### src/rtl/ptp_event_sequencer_if.sv
// MAC-side IEEE 1588 event strobes (single-cycle pulses, clk domain).
interface ieee1588_if;
  logic sof_tx;
  logic sof_rx;
  logic syncframe_tx;
  logic syncframe_rx;
  logic delayreq_tx;
  logic delayreq_rx;
  logic pdelayreq_tx;
  logic pdelayreq_rx;
  logic pdelayresp_tx;
  logic pdelayresp_rx;

  modport master (
    output sof_tx, sof_rx, syncframe_tx, syncframe_rx, delayreq_tx, delayreq_rx,
           pdelayreq_tx, pdelayreq_rx, pdelayresp_tx, pdelayresp_rx
  );

  modport slave (
    input sof_tx, sof_rx, syncframe_tx, syncframe_rx, delayreq_tx, delayreq_rx,
          pdelayreq_tx, pdelayreq_rx, pdelayresp_tx, pdelayresp_rx
  );
endinterface

### src/rtl/ptp_event_sequencer.sv
// Timestamps TX/RX start-of-frame events, classifies PTP frames and queues them in an event FIFO.
// Optional PTP_LOG_ALL_SOF_EN: unclassified (timed-out or restarted) frames are also queued as type 0.
module ptp_event_sequencer #(
  parameter int unsigned TS_WIDTH        = 32,
  parameter int unsigned FIFO_DEPTH      = 8,
  parameter int unsigned CLASSIFY_WINDOW = 64
) (
  input  logic                         clk,
  input  logic                         rst_n,
  ieee1588_if.slave                    ptp,
  input  logic                         ts_clear,
  input  logic                         ovf_clear,
  output logic [TS_WIDTH-1:0]          ts_now,
  output logic                         evt_valid,
  input  logic                         evt_ready,
  output logic                         evt_dir,
  output logic [2:0]                   evt_type,
  output logic [TS_WIDTH-1:0]          evt_ts,
  output logic [$clog2(FIFO_DEPTH):0]  fifo_level,
  output logic                         overflow
);

  localparam int unsigned AW = $clog2(FIFO_DEPTH);
  localparam int unsigned LW = AW + 1;
  localparam int unsigned WW = 8;

  localparam logic [2:0] T_SOF         = 3'd0;
  localparam logic [2:0] T_SYNC        = 3'd1;
  localparam logic [2:0] T_DELAY_REQ   = 3'd2;
  localparam logic [2:0] T_PDELAY_REQ  = 3'd3;
  localparam logic [2:0] T_PDELAY_RESP = 3'd4;

  typedef enum logic {IDLE, WAIT} state_t;

  typedef struct packed {
    logic                dir;
    logic [2:0]          typ;
    logic [TS_WIDTH-1:0] ts;
  } evt_t;

  logic [1:0]          sof, sync, dreq, pdreq, presp, has_strobe;
  logic [2:0]          strobe_type [2];
  state_t              state       [2];
  logic [WW-1:0]       win         [2];
  logic [TS_WIDTH-1:0] ts_lat      [2];
  logic [1:0]          cls_fire;
  logic [2:0]          cls_type    [2];
  logic [TS_WIDTH-1:0] cls_ts      [2];
  logic [1:0]          pend_valid;
  evt_t                pend        [2];
  logic [1:0]          grant;
  logic                last_grant;
  evt_t                wr_entry;
  logic                pop, full, wr_en, drop, ovf_set;
  evt_t                mem         [FIFO_DEPTH];
  logic [AW-1:0]       wr_ptr, rd_ptr, rd_nxt;
  logic [LW-1:0]       level_nxt;
  evt_t                head_nxt;

  // Free-running timestamp counter
  always_ff @(posedge clk or negedge rst_n) begin
    if (!rst_n)        ts_now <= '0;
    else if (ts_clear) ts_now <= '0;
    else               ts_now <= ts_now + TS_WIDTH'(1);
  end

  // Strobe decode with SYNC > DELAY_REQ > PDELAY_REQ > PDELAY_RESP priority
  always_comb begin
    sof   = {ptp.sof_rx,        ptp.sof_tx};
    sync  = {ptp.syncframe_rx,  ptp.syncframe_tx};
    dreq  = {ptp.delayreq_rx,   ptp.delayreq_tx};
    pdreq = {ptp.pdelayreq_rx,  ptp.pdelayreq_tx};
    presp = {ptp.pdelayresp_rx, ptp.pdelayresp_tx};
    for (int d = 0; d < 2; d++) begin
      has_strobe[d] = sync[d] | dreq[d] | pdreq[d] | presp[d];
      if (sync[d])       strobe_type[d] = T_SYNC;
      else if (dreq[d])  strobe_type[d] = T_DELAY_REQ;
      else if (pdreq[d]) strobe_type[d] = T_PDELAY_REQ;
      else               strobe_type[d] = T_PDELAY_RESP;
    end
  end

  // Classification result per direction for this cycle
  always_comb begin
    for (int d = 0; d < 2; d++) begin
      cls_fire[d] = 1'b0;
      cls_type[d] = T_SOF;
      cls_ts[d]   = ts_now;
      if (has_strobe[d] && (sof[d] || state[d] == WAIT)) begin
        cls_fire[d] = 1'b1;
        cls_type[d] = strobe_type[d];
        cls_ts[d]   = sof[d] ? ts_now : ts_lat[d];
      end
`ifdef PTP_LOG_ALL_SOF_EN
      else if (state[d] == WAIT && (sof[d] || win[d] == WW'(1))) begin
        cls_fire[d] = 1'b1;
        cls_type[d] = T_SOF;
        cls_ts[d]   = ts_lat[d];
      end
`endif
    end
  end

  // Per-direction capture FSM; window counts down from CLASSIFY_WINDOW to 1
  always_ff @(posedge clk or negedge rst_n) begin
    if (!rst_n) begin
      for (int d = 0; d < 2; d++) begin
        state[d]  <= IDLE;
        win[d]    <= '0;
        ts_lat[d] <= '0;
      end
    end else begin
      for (int d = 0; d < 2; d++) begin
        case (state[d])
          IDLE: begin
            if (sof[d] && !has_strobe[d]) begin
              state[d]  <= WAIT;
              win[d]    <= WW'(CLASSIFY_WINDOW);
              ts_lat[d] <= ts_now;
            end
          end
          WAIT: begin
            if (has_strobe[d]) begin
              state[d] <= IDLE;
            end else if (sof[d]) begin
              win[d]    <= WW'(CLASSIFY_WINDOW);
              ts_lat[d] <= ts_now;
            end else if (win[d] == WW'(1)) begin
              state[d] <= IDLE;
            end else begin
              win[d] <= win[d] - WW'(1);
            end
          end
          default: state[d] <= IDLE;
        endcase
      end
    end
  end

  // Pending registers: a new classification replaces any entry still waiting
  always_ff @(posedge clk or negedge rst_n) begin
    if (!rst_n) begin
      pend_valid <= '0;
      for (int d = 0; d < 2; d++) pend[d] <= '0;
    end else begin
      for (int d = 0; d < 2; d++) begin
        if (cls_fire[d]) begin
          pend_valid[d] <= 1'b1;
          pend[d]       <= '{dir: d[0], typ: cls_type[d], ts: cls_ts[d]};
        end else if (grant[d]) begin
          pend_valid[d] <= 1'b0;
        end
      end
    end
  end

  // Round-robin arbiter; last_grant=0 means TX won last, so RX wins the next tie
  always_comb begin
    if (pend_valid == 2'b11) grant = last_grant ? 2'b01 : 2'b10;
    else                     grant = pend_valid;
    wr_entry  = grant[1] ? pend[1] : pend[0];
    pop       = evt_valid && evt_ready;
    full      = (fifo_level == LW'(FIFO_DEPTH));
    wr_en     = (|grant) && (!full || pop);
    drop      = (|grant) && full && !pop;
    ovf_set   = drop || (|(cls_fire & pend_valid & ~grant));
    rd_nxt    = pop ? rd_ptr + AW'(1) : rd_ptr;
    level_nxt = fifo_level + LW'(wr_en) - LW'(pop);
    head_nxt  = (wr_en && wr_ptr == rd_nxt) ? wr_entry : mem[rd_nxt];
  end

  always_ff @(posedge clk or negedge rst_n) begin
    if (!rst_n) begin
      last_grant <= 1'b0;
      overflow   <= 1'b0;
    end else begin
      if (|grant)         last_grant <= grant[1];
      if (ovf_set)        overflow   <= 1'b1;
      else if (ovf_clear) overflow   <= 1'b0;
    end
  end

  // Event FIFO with registered head outputs
  always_ff @(posedge clk or negedge rst_n) begin
    if (!rst_n) begin
      for (int i = 0; i < FIFO_DEPTH; i++) mem[i] <= '0;
      wr_ptr     <= '0;
      rd_ptr     <= '0;
      fifo_level <= '0;
      evt_valid  <= 1'b0;
      evt_dir    <= 1'b0;
      evt_type   <= '0;
      evt_ts     <= '0;
    end else begin
      if (wr_en) begin
        mem[wr_ptr] <= wr_entry;
        wr_ptr      <= wr_ptr + AW'(1);
      end
      rd_ptr     <= rd_nxt;
      fifo_level <= level_nxt;
      evt_valid  <= (level_nxt != '0);
      if (level_nxt != '0) begin
        evt_dir  <= head_nxt.dir;
        evt_type <= head_nxt.typ;
        evt_ts   <= head_nxt.ts;
      end
    end
  end

endmodule

### src/flat_wrapper.sv
// flat-port wrapper written by rule: the top's interface ports become plain ports
module ptp_event_sequencer_flat 
#(
  parameter int unsigned TS_WIDTH        = 32,
  parameter int unsigned FIFO_DEPTH      = 8,
  parameter int unsigned CLASSIFY_WINDOW = 64
)
  (clk, rst_n, ts_clear, ovf_clear, ts_now, evt_valid, evt_ready, evt_dir, evt_type, evt_ts, fifo_level, overflow, ptp_sof_tx, ptp_sof_rx, ptp_syncframe_tx, ptp_syncframe_rx, ptp_delayreq_tx, ptp_delayreq_rx, ptp_pdelayreq_tx, ptp_pdelayreq_rx, ptp_pdelayresp_tx, ptp_pdelayresp_rx);
  ieee1588_if ptp_i ();
  input  logic clk;
  input  logic rst_n;
  input  logic ts_clear;
  input  logic ovf_clear;
  output logic [TS_WIDTH-1:0] ts_now;
  output logic evt_valid;
  input  logic evt_ready;
  output logic evt_dir;
  output logic [2:0] evt_type;
  output logic [TS_WIDTH-1:0] evt_ts;
  output logic [$clog2(FIFO_DEPTH):0] fifo_level;
  output logic overflow;
  input wire logic [$bits(ptp_i.sof_tx)-1:0] ptp_sof_tx;
  input wire logic [$bits(ptp_i.sof_rx)-1:0] ptp_sof_rx;
  input wire logic [$bits(ptp_i.syncframe_tx)-1:0] ptp_syncframe_tx;
  input wire logic [$bits(ptp_i.syncframe_rx)-1:0] ptp_syncframe_rx;
  input wire logic [$bits(ptp_i.delayreq_tx)-1:0] ptp_delayreq_tx;
  input wire logic [$bits(ptp_i.delayreq_rx)-1:0] ptp_delayreq_rx;
  input wire logic [$bits(ptp_i.pdelayreq_tx)-1:0] ptp_pdelayreq_tx;
  input wire logic [$bits(ptp_i.pdelayreq_rx)-1:0] ptp_pdelayreq_rx;
  input wire logic [$bits(ptp_i.pdelayresp_tx)-1:0] ptp_pdelayresp_tx;
  input wire logic [$bits(ptp_i.pdelayresp_rx)-1:0] ptp_pdelayresp_rx;
  assign ptp_i.sof_tx = ptp_sof_tx;
  assign ptp_i.sof_rx = ptp_sof_rx;
  assign ptp_i.syncframe_tx = ptp_syncframe_tx;
  assign ptp_i.syncframe_rx = ptp_syncframe_rx;
  assign ptp_i.delayreq_tx = ptp_delayreq_tx;
  assign ptp_i.delayreq_rx = ptp_delayreq_rx;
  assign ptp_i.pdelayreq_tx = ptp_pdelayreq_tx;
  assign ptp_i.pdelayreq_rx = ptp_pdelayreq_rx;
  assign ptp_i.pdelayresp_tx = ptp_pdelayresp_tx;
  assign ptp_i.pdelayresp_rx = ptp_pdelayresp_rx;
  ptp_event_sequencer #(.TS_WIDTH(TS_WIDTH), .FIFO_DEPTH(FIFO_DEPTH), .CLASSIFY_WINDOW(CLASSIFY_WINDOW)) u_core (.clk(clk), .rst_n(rst_n), .ptp(ptp_i), .ts_clear(ts_clear), .ovf_clear(ovf_clear), .ts_now(ts_now), .evt_valid(evt_valid), .evt_ready(evt_ready), .evt_dir(evt_dir), .evt_type(evt_type), .evt_ts(evt_ts), .fifo_level(fifo_level), .overflow(overflow));
endmodule
### config.mk
export PLATFORM = sky130hd
export DESIGN_NAME = ptp_event_sequencer_flat
export DESIGN_NICKNAME = d
export VERILOG_FILES = /design/src/rtl/ptp_event_sequencer_if.sv /design/src/rtl/ptp_event_sequencer.sv /design/src/flat_wrapper.sv
export SDC_FILE = /design/constraint.sdc
export NUM_CORES = 1
export LEC_CHECK = 0
export BUFFER_PORTS_ARGS = -buffer_cell sky130_fd_sc_hd__buf_2
export CAP_MARGIN = 20
export CORE_AREA = 10 10 204 254
export DETAILED_ROUTE_END_ITERATION = 8
export DIE_AREA = 0 0 214 264
export GPL_ROUTABILITY_DRIVEN = 1
export PLACE_DENSITY = 0.64
export SLEW_MARGIN = 10
export SYNTH_ARGS = -nofsm -noshare
export SYNTH_HDL_FRONTEND = slang
export SYNTH_SLANG_ARGS = --single-unit
export TNS_END_PERCENT = 100
### constraint.sdc
create_clock -name clk -period 3.7 [get_ports clk]
set_input_delay 0.185 -clock clk [delete_from_list [all_inputs] [get_ports clk]]
set_output_delay 0.185 -clock clk [all_outputs]
set_load 0.05 [all_outputs]
==> impl_metrics.yaml, run 1 <==
run_status:
  status: "complete, no violations"
cells_and_area:
  fin_area_mm2: 0.02604
  syn_to_final_growth_pct: 12.32
  antennaDiodeCount: 0
  drive_gt1_share_pct: 10.22
  stdcell_count: 3083
  utilization_pct: 55.54
  final_nets: 2440
  n_fill_cell: 4148
  multi_input_area_mm2: 0.009264
  regArea_mm2: 0.01311
job:
  cap_viol_max_count: 0
clocking:
  clk-insertion-delay-late_ns: 0.57
  cts_tree: "built"
  numCtsBuffers: 51
  post_cts.repair.setup_buffers: 0
  htreeDepth: 2
  root_buffer: "clkbuf_16"
  cts_buffer_depth: 3
  cts_sinks: 524
  cts.clk_slew.worst_paths_ns: 0.06
synth:
  synth_cells: 2386
  ys.flop_type: "dfrtp_1"
  ys_top_cells_by_area: "dfrtp_1 (57%), nand2_1 (8.6%), mux2i_1 (7.4%)"
  synth_area_per_cell_um2: 9.717
  synth_cell_types: 59
  ys_async_sr_fraction_pct: 100.0
  synth_edf_count: 0
  synth_area_mm2: 0.02318
  syn_nets: 2414
  yosysTopAreaCellShare_pct: 56.56
  yosys_warnings: 0
  ys_seq_area_share_pct: 56.56
  ys_seq_elements: 524
  synth_largest_area_cell: "dfrtp_1"
setup_path:
  start_kind: "flip-flop"
  worstPathMaxFanout: 73
  r2r_slack_ns: 0.29
  rr_worst_depth: 9
  end_kind: "flip-flop"
  arrival_ns: 3.86
  r2r_end: "u_core.evt_ts[18]"
  crit_type: "reg2reg"
  timing.rr.start: "u_core.fifo_level[2]"
  required_ns: 4.15
floorplan:
  die_h_um: 264
  initial_utilization_pct: 49.45
  die_area_mm2: 0.05650
  pin_count: 89
  die_x_um: 214
  core_mm2: 0.04688
  rows: 89
routing:
  vias_per_cell: 5.517
  wl_per_cell_um: 18.57
  drt_iter0_drc: 1149
  first_pass_iters: 5
  num_vias: 17010
  ant_nets: 0
  drc: 0
  routed_wl_um: 57250
power_and_ir_drop:
  p_sw_mw: 9.297
  pwr-share-clk_pct: 22.0
  p_leak_nw: 12.09
  power_mw: 23.62
  ir_worst_vdd_mv: 0.5527
  combPwrFrac_pct: 40.7
  power_per_cell_area_mw_per_mm2: 907.1
  intPower_mw: 14.32
  pwr-share-seq_pct: 37.3
  switching_share_pct: 39.36
place:
  port_buffers: 88
  gp_congestion: 0.7730
  placed_cell_area_mm2: 0.02426
  preCtsSetupSlack_ns: 0.3237
  hpwl_um: 34660
  dp_cells: 2986
timing:
  finalHoldViolCount: 0
  drv_slew: 0
  worst_pin_slew_ns: 1.081
  timing.fmax_ghz: 0.2935
  grt_setup_unrepaired: "false"
  setup_ws_ns: 0.2930
  tns_ns: 0
  timing.clock.skew_ns: 0.01323
  hold_ws_ns: 0.02481
  slew_headroom_pct: 27.90
  fin_crit_ns: 3.407
  finalCritPeriodShare_pct: 92.08
  setup_viol: 0
hold_path:
  min_from: "ptp_pdelayreq_rx"
  hold_path_class: "in2reg"
  hold_depth: 3
  hold_end: "u_core.pend[32]"
grt:
  track_usage_pct: 20.26
  antenna_found_initial: 1
  grt_max_degree: 95
  gr-total-overflow: 0
  grt_pass1_vias: 17060
  grt_pass1_wl_um: 94120
[what timing repair did]
action | in CTS | in global routing
resized for setup | 0 | 0
hold buffers | 10 | 0
endpoints found under the setup margin | 0 | 0
endpoints found under the hold margin | 92 | 0
[state kept, by name (all words and copies together) (netlist names), 4 cells and up]
| name | cells |
|---|---|
| u_core.evt_ts | 32 |
| u_core.fifo_level | 4 |
| u_core.mem | 288 |
| u_core.pend | 71 |
| u_core.ts_lat | 64 |
| u_core.ts_now | 32 |
| u_core.win | 16 |
[routing by layer]
metal	wire length, um	track usage, %	vias up	share of wire, %
met5	0	0	-	0
met4	946	5.083	0	1.7
met2	28550	35.19	297	50
met1	25810	26.38	8488	45
li1	-	-	8168	-
met3	1940	2.458	55	3.4
[synthesized netlist by cell type, types with 3 or more instances]
master    instances
a21oi_1         183
a32oi_1          72
and2_1            5
and3_1           38
and4_1            6
buf_1             9
buf_2            61
buf_4             5
buf_6             4
clkbuf_1         92
dfrtp_1         524
ha_1             12
inv_1            26
mux2i_1         171
nand2_1         532
nand2b_1          3
nand3_1          22
nand4_1           7
nor2_1          235
nor2b_1           5
nor3_1            6
o21ai_0         235
o22a_1           38
o31ai_1           3
or3_1             3
or4_1             4
xnor2_1          16
xor2_1           29
[worst max-delay path by stage]
| stage | cells after the start | start | endpoint | slack (ns) |
|---|---|---|---|---|
| after floorplan | 10 | u_core.fifo_level[2] | u_core.evt_ts[10] | 0.58 |
| after global placement | 9 | u_core.fifo_level[2] | u_core.evt_ts[16] | 0.45 |
| after detailed placement | 9 | u_core.fifo_level[2] | u_core.evt_ts[25] | 0.32 |
| after CTS | 9 | u_core.fifo_level[2] | u_core.evt_ts[18] | 0.29 |
| after global routing | 10 | u_core.fifo_level[2] | u_core.evt_ts[18] | 0.11 |
| final | 9 | u_core.fifo_level[2] | u_core.evt_ts[18] | 0.29 |
[logic make-up (layout without fill, tap and decap cells)]
kind of cell | count (synthesis) | count (layout) | share of synthesized area [%]
flip-flops | 524 | 524 | 56.56
XOR/XNOR | 46 | 46 | 1.770
AO/OA/AOI/OAI | 544 | 544 | 13.75
AND/OR/NAND/NOR | 883 | 883 | 15.75
buffers and inverters | 202 | 262 | 3.902
multiplexers | 174 | 174 | 7.544
adder cells (fa/ha/maj) | 13 | 13 | 0.7339
[power groups by stage]
stage | Combinational, mW | Clock (mW) | Sequential [mW]
detailed placement | 9.62 | 0 | 8.90
CTS | 9.66 | 5.30 | 8.80
global route | 10.6 | 5.54 | 9.03
floorplan | 6.34 | 0 | 9.35
finish | 9.61 | 5.20 | 8.81
global placement | 9.31 | 0 | 8.80
[layout by cell type, fill, tap and decap left out, types with 4 or more instances in the layout]
cell type | synthesis | final
nor3_1 | 6 | 6
nand4_1 | 7 | 7
a32oi_1 | 72 | 72
buf_4 | 5 | 36
buf_2 | 61 | 87
buf_12 | 0 | 13
a21oi_1 | 183 | 183
nor2_1 | 235 | 233
nor2b_1 | 5 | 5
nand2_1 | 532 | 531
nand3_2 | 1 | 5
dfrtp_1 | 524 | 524
o22a_1 | 38 | 38
clkbuf_8 | 2 | 16
inv_1 | 26 | 26
o21ai_0 | 235 | 235
dlygate4sd3_1 | 0 | 10
mux2i_1 | 171 | 171
and4_1 | 6 | 5
xnor2_1 | 16 | 16
clkbuf_1 | 92 | 9
and3_1 | 38 | 38
ha_1 | 12 | 12
nand3_1 | 22 | 18
nor2_4 | 2 | 4
clkinv_2 | 0 | 5
clkbuf_16 | 0 | 53
xor2_1 | 29 | 29
[critical path, stage by stage, from the launching register on]
cell	delay, ns
dfrtp_1	0.35
inv_1	0.07
ha_1	0.20
and4_1	0.26
nor2_4	0.28
ha_1	0.25
fa_1	0.45
or4_2	0.67
buf_4	0.38
o22a_1	0.33
[cell type report]
cell class,instances,share of cell area [%]
well taps,637,3.061
repair buffers,147,4.151
flip-flops and latches,524,50.36
clock buffers,78,6.069
clock inverters,9,0.3844
multi-input cells,1660,35.58
inverters,28,0.4036
Power figures use the tool's default switching activity.
==> inputs of run 2 (changes only) <==
- CORE_AREA: 10 10 204 254 -> 10 10 193 268
- DIE_AREA: 0 0 214 264 -> 0 0 203 278
- TNS_END_PERCENT: 100 -> 10
==> run 2 against run 1 <==
Against the previous run: maximum frequency is 5.5% higher; first-iteration DRC count increased by 9.7%; largest cell class unchanged; wire length rose by 1.0%; critical endpoint is now u_core.evt_ts[23]; non-clock buffer count is 9 lower.
==> impl_metrics.yaml, run 2 (synthesis results as in run 1) <==
setup_path:
  crit_family: "simple AND/OR/NAND/NOR gates"
  crit_path_cell_trace: "nand2_1, and4_1, nor2_4, ha_1, fa_1, or4_2, buf_12, o22a_1"
  arrival_ns: 3.68
  cp_num_cells: 8
  path_buf_inv: 1
  worstPathMaxFanout: 73
  rr_worst_depth: 8
  r2r_end: "u_core.evt_ts[23]"
  cpMaxStageDelayCell: "or4_2"
  end_kind: "flip-flop"
  crit_path_end: "u_core.evt_ts[23]"
  timing.rr.start: "u_core.evt_valid"
  worst_path_largest_cell_delay_ns: 0.72
  start_kind: "flip-flop"
  critPathLaunch: "u_core.evt_valid"
  required_ns: 4.15
  r2r_slack_ns: 0.47
  crit_type: "reg2reg"
routing:
  drc: 0
  wl_per_cell_um: 18.86
  routed_wl_um: 57850
  first_pass_iters: 5
  ant_nets: 0
  vias_per_cell: 5.548
  drt_iter0_drc: 1260
  num_vias: 17020
timing:
  finalHoldViolCount: 0
  worst_pin_slew_ns: 1.005
  timing.clock.skew_ns: 0.01240
  drv_slew: 0
  tns_ns: 0
  timing.fmax_ghz: 0.3096
  slew_headroom_pct: 31.11
  finalCritPeriodShare_pct: 87.30
  setup_viol: 0
  grt_setup_unrepaired: "false"
  fin_crit_ns: 3.230
  setup_ws_ns: 0.4699
clocking:
  cts_tree: "built"
  numCtsBuffers: 51
  cts.clk_slew.worst_paths_ns: 0.06
  root_buffer: "clkbuf_16"
  cts_hold_buffers: 7
  cts_sinks: 524
  post_cts.repair.setup_buffers: 0
  ctsResizeCount: 0
  clk-insertion-delay-late_ns: 0.57
  cts_buffer_depth: 3
  htreeDepth: 2
cells_and_area:
  final_cell_mix: "nand2_1 (531), dfrtp_1 (524), o21ai_0 (235), nor2_1 (233), a21oi_1 (183)"
  top_regs: "u_core.mem (288), u_core.pend (71), u_core.ts_lat (64)"
  syn_to_final_growth_pct: 12.56
  largest_reg_flops: 288
  drive_gt1_share_pct: 10.31
  largest-register: "u_core.mem"
  final_common_cell: "nand2_1"
  antennaDiodeCount: 0
  final_nets: 2431
  utilization_pct: 55.89
  stdcell_count: 3068
place:
  dp_cells: 2967
  port_buffers: 88
  hpwl_um: 34500
  preCtsSetupSlack_ns: 0.5157
  gp_congestion: 0.7829
floorplan:
  die_x_um: 203
  core_mm2: 0.04669
  pin_count: 89
  initial_utilization_pct: 49.65
  die_area_mm2: 0.05643
  rows: 94
  die_h_um: 278
power_and_ir_drop:
  p_sw_mw: 9.399
  ir_worst_vdd_mv: 1.153
  pwr-share-seq_pct: 36.5
  intPower_mw: 14.64
  power_mw: 24.04
  combPwrFrac_pct: 40.3
  switching_share_pct: 39.09
  pwr-share-clk_pct: 23.2
  p_leak_nw: 12.13
  power_per_cell_area_mw_per_mm2: 921.3
hold_path:
  hold_path_class: "in2reg"
grt:
  grt_max_degree: 145
  antenna_found_initial: 2
  gr-total-overflow: 0
  grtUsageMet2_pct: 35.73
  use_met3_pct: 2.279
  gr-usage-met1_pct: 26.03
  busiest_layer: "met2"
  track_usage_pct: 20.32
  grt_pass1_wl_um: 93150
  grt_pass1_vias: 16820
job:
  cap_viol_max_count: 0
run_status:
  status: "complete, no violations"
==> run 2: power groups by stage <==
stage               sequential (mW)  combinational (mW)  clock, mW
floorplan                      9.35                6.34          0
global placement               8.79                9.37          0
detailed placement             8.88                9.69          0
CTS                            8.78                9.73       5.68
global route                   9.00                10.7       5.90
finish                         8.78                9.69       5.58
==> run 2: final cells by class <==
cell class	count	area, um2
Multi-Input combinational cell	1660	9266
Fill cell	4089	20600
Clock buffer	73	1501
Timing Repair Buffer	138	1018
Sequential cell	524	13110
Inverter	28	105.1
Tap cell	624	780.7
Clock inverter	21	311.5
==> run 2: worst min-delay path by stage <==
stage | from | endpoint | slack (ns) | depth (start not counted)
2_1_floorplan | rst_n | u_core.evt_dir | -0.11 | 0
3_3_place_gp | rst_n | u_core.win[2] | 0.18 | 1
3_5_place_dp | rst_n | u_core.win[1] | 0.17 | 1
4_1_cts | ptp_pdelayresp_tx | u_core.pend_valid[0] | 0.009 | 3
5_1_grt | evt_ready | u_core.rd_ptr[2] | 0.03 | 4
6_report | ptp_pdelayreq_rx | u_core.pend[32] | 0.03 | 3
==> run 2: worst reg2reg max path, cell delays in order (launching register included) <==
cell and delay, ns:
dfrtp_1 0.39, nand2_1 0.16, and4_1 0.32, nor2_4 0.29, ha_1 0.25, fa_1 0.45, or4_2 0.72, buf_12 0.24
o22a_1 0.31
==> run 2: per-stage QoR <==
stage,hold slack (ns),area [um2]
finish,0.02599,26100
global route,0.03188,26100
CTS,0.008744,26100
detailed placement,0.1739,24210
global placement,0.1783,24210
floorplan,-0.1106,23180
==> run 2: per-layer routing <==
| metal | routed length, um | vias to the layer above |
|---|---|---|
| met1 | 25470 | 8441 |
| li1 | - | 8161 |
| met2 | 29140 | 332 |
| met5 | 0 | - |
| met4 | 1286 | 0 |
| met3 | 1950 | 87 |
